### config.mk
export PLATFORM = sky130hd
export DESIGN_NAME = multi_issue_rs
export DESIGN_NICKNAME = d
export VERILOG_FILES = /design/src/rtl/multi_issue_rs.sv
export SDC_FILE = /design/constraint.sdc
export NUM_CORES = 2
export LEC_CHECK = 0
export ABC_AREA = 1
export CORE_AREA = 4 4 386 388
export CTS_BUF_LIST = sky130_fd_sc_hd__clkbuf_4 sky130_fd_sc_hd__clkbuf_8
export DETAILED_ROUTE_END_ITERATION = 7
export DIE_AREA = 0 0 390 392
export GPL_TIMING_DRIVEN = 1
export PLACE_DENSITY = 0.7
export SYNTH_ARGS = -nofsm -noshare
export SYNTH_HDL_FRONTEND = slang
export SYNTH_SLANG_ARGS = --single-unit
### constraint.sdc
create_clock -name clk -period 15 [get_ports clk]
set_clock_uncertainty 0.2 [all_clocks]
set_input_delay 3.75 -clock clk [delete_from_list [all_inputs] [get_ports clk]]
set_output_delay 3.75 -clock clk [all_outputs]
set_load 0.02 [all_outputs]
### src/rtl/multi_issue_rs.sv
// Unified reservation station: DISPATCH_W-wide dispatch, CDB wakeup and
// oldest-first ISSUE_W-wide select from one shared age-ordered pool.
module multi_issue_rs #(
    parameter int DISPATCH_W = 2,
    parameter int ISSUE_W    = 2,
    parameter int CDB_W      = 2,
    parameter int DEPTH      = 8,
    parameter int PRF_IDX    = 6,
    parameter int ROB_IDX    = 5,
    parameter int PAYLOAD_W  = 104
) (
    input  logic                             clk,
    input  logic                             reset,
    input  logic [DISPATCH_W-1:0]            disp_valid,
    input  logic [DISPATCH_W*PRF_IDX-1:0]    disp_prega,
    input  logic [DISPATCH_W-1:0]            disp_prega_rdy,
    input  logic [DISPATCH_W*PRF_IDX-1:0]    disp_pregb,
    input  logic [DISPATCH_W-1:0]            disp_pregb_rdy,
    input  logic [DISPATCH_W*PRF_IDX-1:0]    disp_pdest,
    input  logic [DISPATCH_W*ROB_IDX-1:0]    disp_rob,
    input  logic [DISPATCH_W*PAYLOAD_W-1:0]  disp_payload,
    output logic                             rs_stall,
    input  logic [CDB_W-1:0]                 cdb_valid,
    input  logic [CDB_W*PRF_IDX-1:0]         cdb_tag,
    input  logic [ISSUE_W-1:0]               fu_free,
    input  logic                             flush_all,
    input  logic [DEPTH-1:0]                 entry_flush,
    output logic [ISSUE_W-1:0]               iss_valid,
    output logic [ISSUE_W*PRF_IDX-1:0]       iss_prega,
    output logic [ISSUE_W*PRF_IDX-1:0]       iss_pregb,
    output logic [ISSUE_W*PRF_IDX-1:0]       iss_pdest,
    output logic [ISSUE_W*ROB_IDX-1:0]       iss_rob,
    output logic [ISSUE_W*PAYLOAD_W-1:0]     iss_payload,
    output logic [ISSUE_W*$clog2(DEPTH)-1:0] iss_rs_idx,
    output logic [$clog2(DEPTH):0]           free_count
);
    localparam int IDX_W = $clog2(DEPTH);
    localparam int CNT_W = IDX_W + 1;

    function automatic logic cdb_hit(
        input logic [PRF_IDX-1:0]       tag,
        input logic [CDB_W-1:0]         vld,
        input logic [CDB_W*PRF_IDX-1:0] tags
    );
        logic hit;
        hit = 1'b0;
        for (int c = 0; c < CDB_W; c++) begin
            if (vld[c] && tags[c*PRF_IDX +: PRF_IDX] == tag) hit = 1'b1;
        end
        return hit;
    endfunction

    logic [DEPTH-1:0]     valid_q, valid_d;
    logic [DEPTH-1:0]     rdya_q, rdya_d;
    logic [DEPTH-1:0]     rdyb_q, rdyb_d;
    // older_q[i][j] set means entry i was dispatched before entry j
    logic [DEPTH-1:0]     older_q [DEPTH];
    logic [DEPTH-1:0]     older_d [DEPTH];
    logic [CNT_W-1:0]     free_q, free_d;
    logic [PRF_IDX-1:0]   prega_q [DEPTH];
    logic [PRF_IDX-1:0]   pregb_q [DEPTH];
    logic [PRF_IDX-1:0]   pdest_q [DEPTH];
    logic [ROB_IDX-1:0]   rob_q [DEPTH];
    logic [PAYLOAD_W-1:0] payload_q [DEPTH];

    logic [ISSUE_W-1:0]           iss_valid_q, iss_valid_d;
    logic [ISSUE_W*PRF_IDX-1:0]   iss_prega_q, iss_prega_d;
    logic [ISSUE_W*PRF_IDX-1:0]   iss_pregb_q, iss_pregb_d;
    logic [ISSUE_W*PRF_IDX-1:0]   iss_pdest_q, iss_pdest_d;
    logic [ISSUE_W*ROB_IDX-1:0]   iss_rob_q, iss_rob_d;
    logic [ISSUE_W*PAYLOAD_W-1:0] iss_payload_q, iss_payload_d;
    logic [ISSUE_W*IDX_W-1:0]     iss_idx_q, iss_idx_d;

    logic [DEPTH-1:0]      elig, taken, cand, used;
    logic [ISSUE_W-1:0]    sel_v;
    logic [IDX_W-1:0]      sel_idx [ISSUE_W];
    logic                  blocked;
    logic [DISPATCH_W-1:0] lane_we;
    logic [IDX_W-1:0]      lane_idx [DISPATCH_W];
    logic                  disp_ok;

    assign rs_stall = free_q < CNT_W'(DISPATCH_W);
    assign disp_ok  = !rs_stall && !flush_all;

    // Oldest-first select: an entry wins unless an older candidate remains
    always_comb begin
        elig = valid_q & rdya_q & rdyb_q & ~entry_flush;
        if (flush_all) elig = '0;
        taken   = '0;
        cand    = '0;
        blocked = 1'b0;
        for (int k = 0; k < ISSUE_W; k++) begin
            sel_v[k]   = 1'b0;
            sel_idx[k] = '0;
            cand       = elig & ~taken;
            if (fu_free[k]) begin
                for (int i = 0; i < DEPTH; i++) begin
                    blocked = 1'b0;
                    for (int j = 0; j < DEPTH; j++) begin
                        if (j != i && cand[j] && older_q[j][i]) blocked = 1'b1;
                    end
                    if (cand[i] && !blocked && !sel_v[k]) begin
                        sel_v[k]   = 1'b1;
                        sel_idx[k] = IDX_W'(i);
                    end
                end
                if (sel_v[k]) taken[sel_idx[k]] = 1'b1;
            end
        end
    end

    always_comb begin
        used = '0;
        for (int l = 0; l < DISPATCH_W; l++) begin
            lane_we[l]  = 1'b0;
            lane_idx[l] = '0;
            if (disp_ok && disp_valid[l]) begin
                for (int i = 0; i < DEPTH; i++) begin
                    if (!lane_we[l] && !valid_q[i] && !used[i]) begin
                        lane_we[l]  = 1'b1;
                        lane_idx[l] = IDX_W'(i);
                    end
                end
            end
            if (lane_we[l]) used[lane_idx[l]] = 1'b1;
        end
    end

    always_comb begin
        valid_d = valid_q;
        rdya_d  = rdya_q;
        rdyb_d  = rdyb_q;
        older_d = older_q;
        for (int i = 0; i < DEPTH; i++) begin
            rdya_d[i] = rdya_q[i] | cdb_hit(prega_q[i], cdb_valid, cdb_tag);
            rdyb_d[i] = rdyb_q[i] | cdb_hit(pregb_q[i], cdb_valid, cdb_tag);
        end
        for (int k = 0; k < ISSUE_W; k++) begin
            if (sel_v[k]) valid_d[sel_idx[k]] = 1'b0;
        end
        valid_d = valid_d & ~entry_flush;
        if (flush_all) valid_d = '0;
        // Later lanes see earlier lanes' column bits, so lane order sets age
        for (int l = 0; l < DISPATCH_W; l++) begin
            if (lane_we[l]) begin
                valid_d[lane_idx[l]] = 1'b1;
                rdya_d[lane_idx[l]] = disp_prega_rdy[l] | cdb_hit(
                    disp_prega[l*PRF_IDX +: PRF_IDX], cdb_valid, cdb_tag);
                rdyb_d[lane_idx[l]] = disp_pregb_rdy[l] | cdb_hit(
                    disp_pregb[l*PRF_IDX +: PRF_IDX], cdb_valid, cdb_tag);
                for (int j = 0; j < DEPTH; j++) older_d[j][lane_idx[l]] = 1'b1;
                older_d[lane_idx[l]] = '0;
            end
        end
        free_d = '0;
        for (int i = 0; i < DEPTH; i++) begin
            if (!valid_d[i]) free_d = free_d + CNT_W'(1);
        end
    end

    always_comb begin
        iss_valid_d   = sel_v;
        iss_prega_d   = '0;
        iss_pregb_d   = '0;
        iss_pdest_d   = '0;
        iss_rob_d     = '0;
        iss_payload_d = '0;
        iss_idx_d     = '0;
        for (int k = 0; k < ISSUE_W; k++) begin
            if (sel_v[k]) begin
                iss_prega_d[k*PRF_IDX +: PRF_IDX]     = prega_q[sel_idx[k]];
                iss_pregb_d[k*PRF_IDX +: PRF_IDX]     = pregb_q[sel_idx[k]];
                iss_pdest_d[k*PRF_IDX +: PRF_IDX]     = pdest_q[sel_idx[k]];
                iss_rob_d[k*ROB_IDX +: ROB_IDX]       = rob_q[sel_idx[k]];
                iss_payload_d[k*PAYLOAD_W +: PAYLOAD_W] = payload_q[sel_idx[k]];
                iss_idx_d[k*IDX_W +: IDX_W]           = sel_idx[k];
            end
        end
    end

    always_ff @(posedge clk) begin
        if (!reset) begin
            valid_q       <= '0;
            rdya_q        <= '0;
            rdyb_q        <= '0;
            for (int i = 0; i < DEPTH; i++) older_q[i] <= '0;
            free_q        <= CNT_W'(DEPTH);
            iss_valid_q   <= '0;
            iss_prega_q   <= '0;
            iss_pregb_q   <= '0;
            iss_pdest_q   <= '0;
            iss_rob_q     <= '0;
            iss_payload_q <= '0;
            iss_idx_q     <= '0;
        end else begin
            valid_q       <= valid_d;
            rdya_q        <= rdya_d;
            rdyb_q        <= rdyb_d;
            older_q       <= older_d;
            free_q        <= free_d;
            iss_valid_q   <= iss_valid_d;
            iss_prega_q   <= iss_prega_d;
            iss_pregb_q   <= iss_pregb_d;
            iss_pdest_q   <= iss_pdest_d;
            iss_rob_q     <= iss_rob_d;
            iss_payload_q <= iss_payload_d;
            iss_idx_q     <= iss_idx_d;
        end
    end

    // Operand fields are only meaningful while the entry is valid
    always_ff @(posedge clk) begin
        for (int l = 0; l < DISPATCH_W; l++) begin
            if (lane_we[l]) begin
                prega_q[lane_idx[l]]   <= disp_prega[l*PRF_IDX +: PRF_IDX];
                pregb_q[lane_idx[l]]   <= disp_pregb[l*PRF_IDX +: PRF_IDX];
                pdest_q[lane_idx[l]]   <= disp_pdest[l*PRF_IDX +: PRF_IDX];
                rob_q[lane_idx[l]]     <= disp_rob[l*ROB_IDX +: ROB_IDX];
                payload_q[lane_idx[l]] <= disp_payload[l*PAYLOAD_W +: PAYLOAD_W];
            end
        end
    end

    assign iss_valid   = iss_valid_q;
    assign iss_prega   = iss_prega_q;
    assign iss_pregb   = iss_pregb_q;
    assign iss_pdest   = iss_pdest_q;
    assign iss_rob     = iss_rob_q;
    assign iss_payload = iss_payload_q;
    assign iss_rs_idx  = iss_idx_q;
    assign free_count  = free_q;

endmodule
==> impl_metrics.csv <==
group,metric,value,unit
outcome,status,"finished with violations",
outcome,failed_checks,"design-rule violations, max-slew violations",
clock_network,clk_pin_slew,0.06,ns
worst_setup_path,path_delay_family,"simple AND/OR/NAND/NOR gates",
layout,final_common_cell,"nand2_1",
clock_network,cts_tree,"built",
detailed_routing,dr_total_vias,68620,
sta,fin_crit,11.35,ns
global_route,track_usage,35.18,%
clock_network,clk_latency,1.00,ns
global_route,antenna_found_initial,46,
clock_network,root_buffer,"clkbuf_8",
layout,final_cell_mix,"nand2_1, o21ai_0, edfxtp_1, inv_1, clkdlybuf4s50_1",
clock_network,cts_setup_buffers,0,
pwr,p_int,6.611,mW
sta,layout_worst_path_cycle_share,75.69,%
worst_setup_path,start_kind,"input port",
clock_network,numCtsBuffers,222,
die,core_area,145400,um^2
detailed_routing,via_per_inst,6.041,
detailed_routing,ant_nets,0,
logic_synthesis,synth_cell_types,58,
logic_synthesis,postSynthNetCount,9285,
placed_design,gp_congestion,0.9704,
pwr,seqPwrFrac,48.1,%
global_route,grt_pass1_vias,64500,
detailed_routing,wl_per_cell,24.54,um
pwr,clockPowerShare,40.9,%
clock_network,htreeDepth,4,
detailed_routing,drcViolationCount,3,
layout,nets,9504,
sta,setup_violations,0,
sta,hold_violations,0,
logic_synthesis,yosysSeqAreaShare,51.60,%
die,start_util,49.90,%
die,pin_count,554,
pwr,switching_share,26.22,%
clock_network,ctsResizeCount,0,
flow_run,cap_violations,0,
die,dieArea,152900,um^2
clock_network,clk_path_buf_depth,3,
placed_design,portBuffers,553,
logic_synthesis,synthCells,8991,
logic_synthesis,ys_ff_latch,1362,
global_route,grt_pass1_wl,403800,um
logic_synthesis,synth_ff_type,"edfxtp_1",
worst_setup_path,path_max_fanout,60,
die,die_x,390,um
sta,finalSetupTns,0,ns
clock_network,clkSinkCount,1362,
pwr,power_density,106.4,nW/um^2
worst_setup_path,end_kind,"flip-flop",
pwr,vdd_drop_max,0.00008478,V
pwr,total_power,8.960,mW
logic_synthesis,yosys_warnings,0,
worst_setup_path,required,15.68,ns
global_route,grt_start_max_net_pins,256,
worst_setup_path,critPathKind,"in2reg",
die,num_rows,140,
sta,slew_violations,55,
detailed_routing,initialDrtViolationCount,9085,
worst_setup_path,critPathMostFrequentCell,"nand2_1",
sta,worst_pin_slew,1.520,ns
global_route,grt_overflow,0,
pwr,combinationalPowerShare,11.0,%
pwr,p_leak,31.76,nW
logic_synthesis,synth_edf_count,1016,
logic_synthesis,postSynthAreaPerCell,8.070,um^2
die,die_h,392,um
logic_synthesis,ys_async_sr_fraction,0,%
detailed_routing,first_pass_iters,8,
worst_setup_path,cpPeakStageDelay,0.82,ns
worst_setup_path,worst-path-buf-inv,5,
hold_path,hold_class,"reg2reg",
layout,area_growth,16.06,%
sta,rsz0062_at_grt,"false",
sta,whs,0.2972,ns
worst_setup_path,worstPathArrival,12.03,ns
placed_design,dp_hpwl,161500,um
worst_setup_path,slowest_stage,"nand2_4",
pwr,power.net_switching,2.349,mW
layout,drive_above_1_share,6.994,%
clock_network,ctsHoldBuffers,0,
sta,relSlewSlack,-1.302,%
logic_synthesis,synth_area,72560,um^2
detailed_routing,wirelength,278700,um
sta,max_freq,0.08808,GHz
==> worst paths after layout <==
kind / start / to / slack (ns) / depth (start not counted)
worst max-delay path: flush_all / free_count[2] / 3.65 / 40
worst min register to register: older_q[43] / older_q[43] / 0.30 / 2
worst min-delay path: older_q[43] / older_q[43] / 0.30 / 2
worst max register to register: free_count[2] / free_count[2] / 5.93 / 40
==> Yosys cell counts (4+ instances only) <==
library cell,count,area [um^2]
nand3_2,13,130.1
nor2_1,375,1408
nor2_2,22,137.6
inv_2,36,135.1
a31oi_1,8,50.05
nor4_1,16,100.1
nand2_1,2799,10510
a21oi_1,266,1331
o2111ai_1,20,175.2
xor2_1,29,254.0
o211ai_1,197,1479
dfxtp_1,346,6927
clkbuf_1,559,2098
a41oi_1,255,2233
nand4_1,26,162.7
o21ai_2,5,43.79
nor2_4,13,146.4
nand2_4,4,45.04
o221ai_1,8,70.07
ha_1,7,87.58
o22ai_1,81,506.7
or2_2,5,31.28
nand2_2,24,150.1
buf_1,56,210.2
a211oi_1,23,172.7
o41ai_1,7,61.31
nand3_1,49,245.2
a2111oi_0,21,183.9
clkinv_1,9,33.78
edfxtp_1,1016,30510
nand3_4,7,122.6
o21ai_0,1778,8899
xnor2_1,12,105.1
a221oi_1,23,201.4
nand4_2,6,75.07
o21ai_1,4,20.02
inv_1,787,2954
buf_2,32,160.2
nor3_1,20,100.1
==> state kept, by name (all words and copies together), names as in the netlist <==
register     count
iss_rob         10
iss_payload    208
free_count       4
iss_prega       12
rdyb_q           8
older_q         56
iss_pdest       12
prega_q         48
rob_q           40
iss_rs_idx       6
pregb_q         48
payload_q      832
iss_pregb       12
rdya_q           8
pdest_q         48
valid_q          8
iss_valid        2
==> power by group through the flow <==
stage	registers, mW	logic, mW	clock network, mW
after detailed placement	4.38	0.967	0
after floorplan	4.37	0.589	0
after global routing	4.32	1.10	3.86
final	4.31	0.990	3.66
after CTS	4.30	0.972	3.68
after global placement	4.38	0.951	0
==> layer usage <==
layer / vias to the layer above / global-route usage (%) / share of wire (%)
met3: 960 / 8.283 / 12
met4: 22 / 20.15 / 5.8
met1: 31780 / 45.22 / 37
li1: 31190 / - / -
met5: - / 0 / 0.062
met2: 4661 / 54.66 / 44
==> final cells by class <==
type,instances,area [um^2]
Fill cell,12800,61180
Clock inverter,70,726.9
Clock buffer,352,4344
Tap cell,1917,2399
Inverter,833,3161
Timing Repair Buffer,644,6356
Antenna cell,33,82.58
Multi-Input combinational cell,6147,29700
Sequential cell,1362,37440
==> through the flow <==
| step | cells | cell area, um^2 | util [%] | worst slack (ns) |
|---|---|---|---|---|
| floorplan | 8991 | 72560 | - | 2.645 |
| global placement | 10900 | 79050 | 54.37 | 2.848 |
| detailed placement | 10900 | 79050 | 54.37 | 2.807 |
| CTS | 11330 | 84130 | 57.86 | 3.837 |
| global route | 11350 | 84180 | 57.90 | 3.016 |
| finish | 11360 | 84210 | 57.92 | 3.646 |
==> kinds of logic after synthesis <==
logic type / share of synthesized area [%]
AO/OA/AOI/OAI: 21.42
XOR/XNOR: 0.4949
adder cells (fa/ha/maj): 0.1207
buffers and inverters: 7.741
flip-flops: 51.60
AND/OR/NAND/NOR: 18.63
==> tightest hold or removal path: stages, from the launching register on <==
cell     delay [ns]
dfxtp_1        0.32
nand2_1        0.07
a21oi_1        0.06
Power figures use the tool's default switching activity.
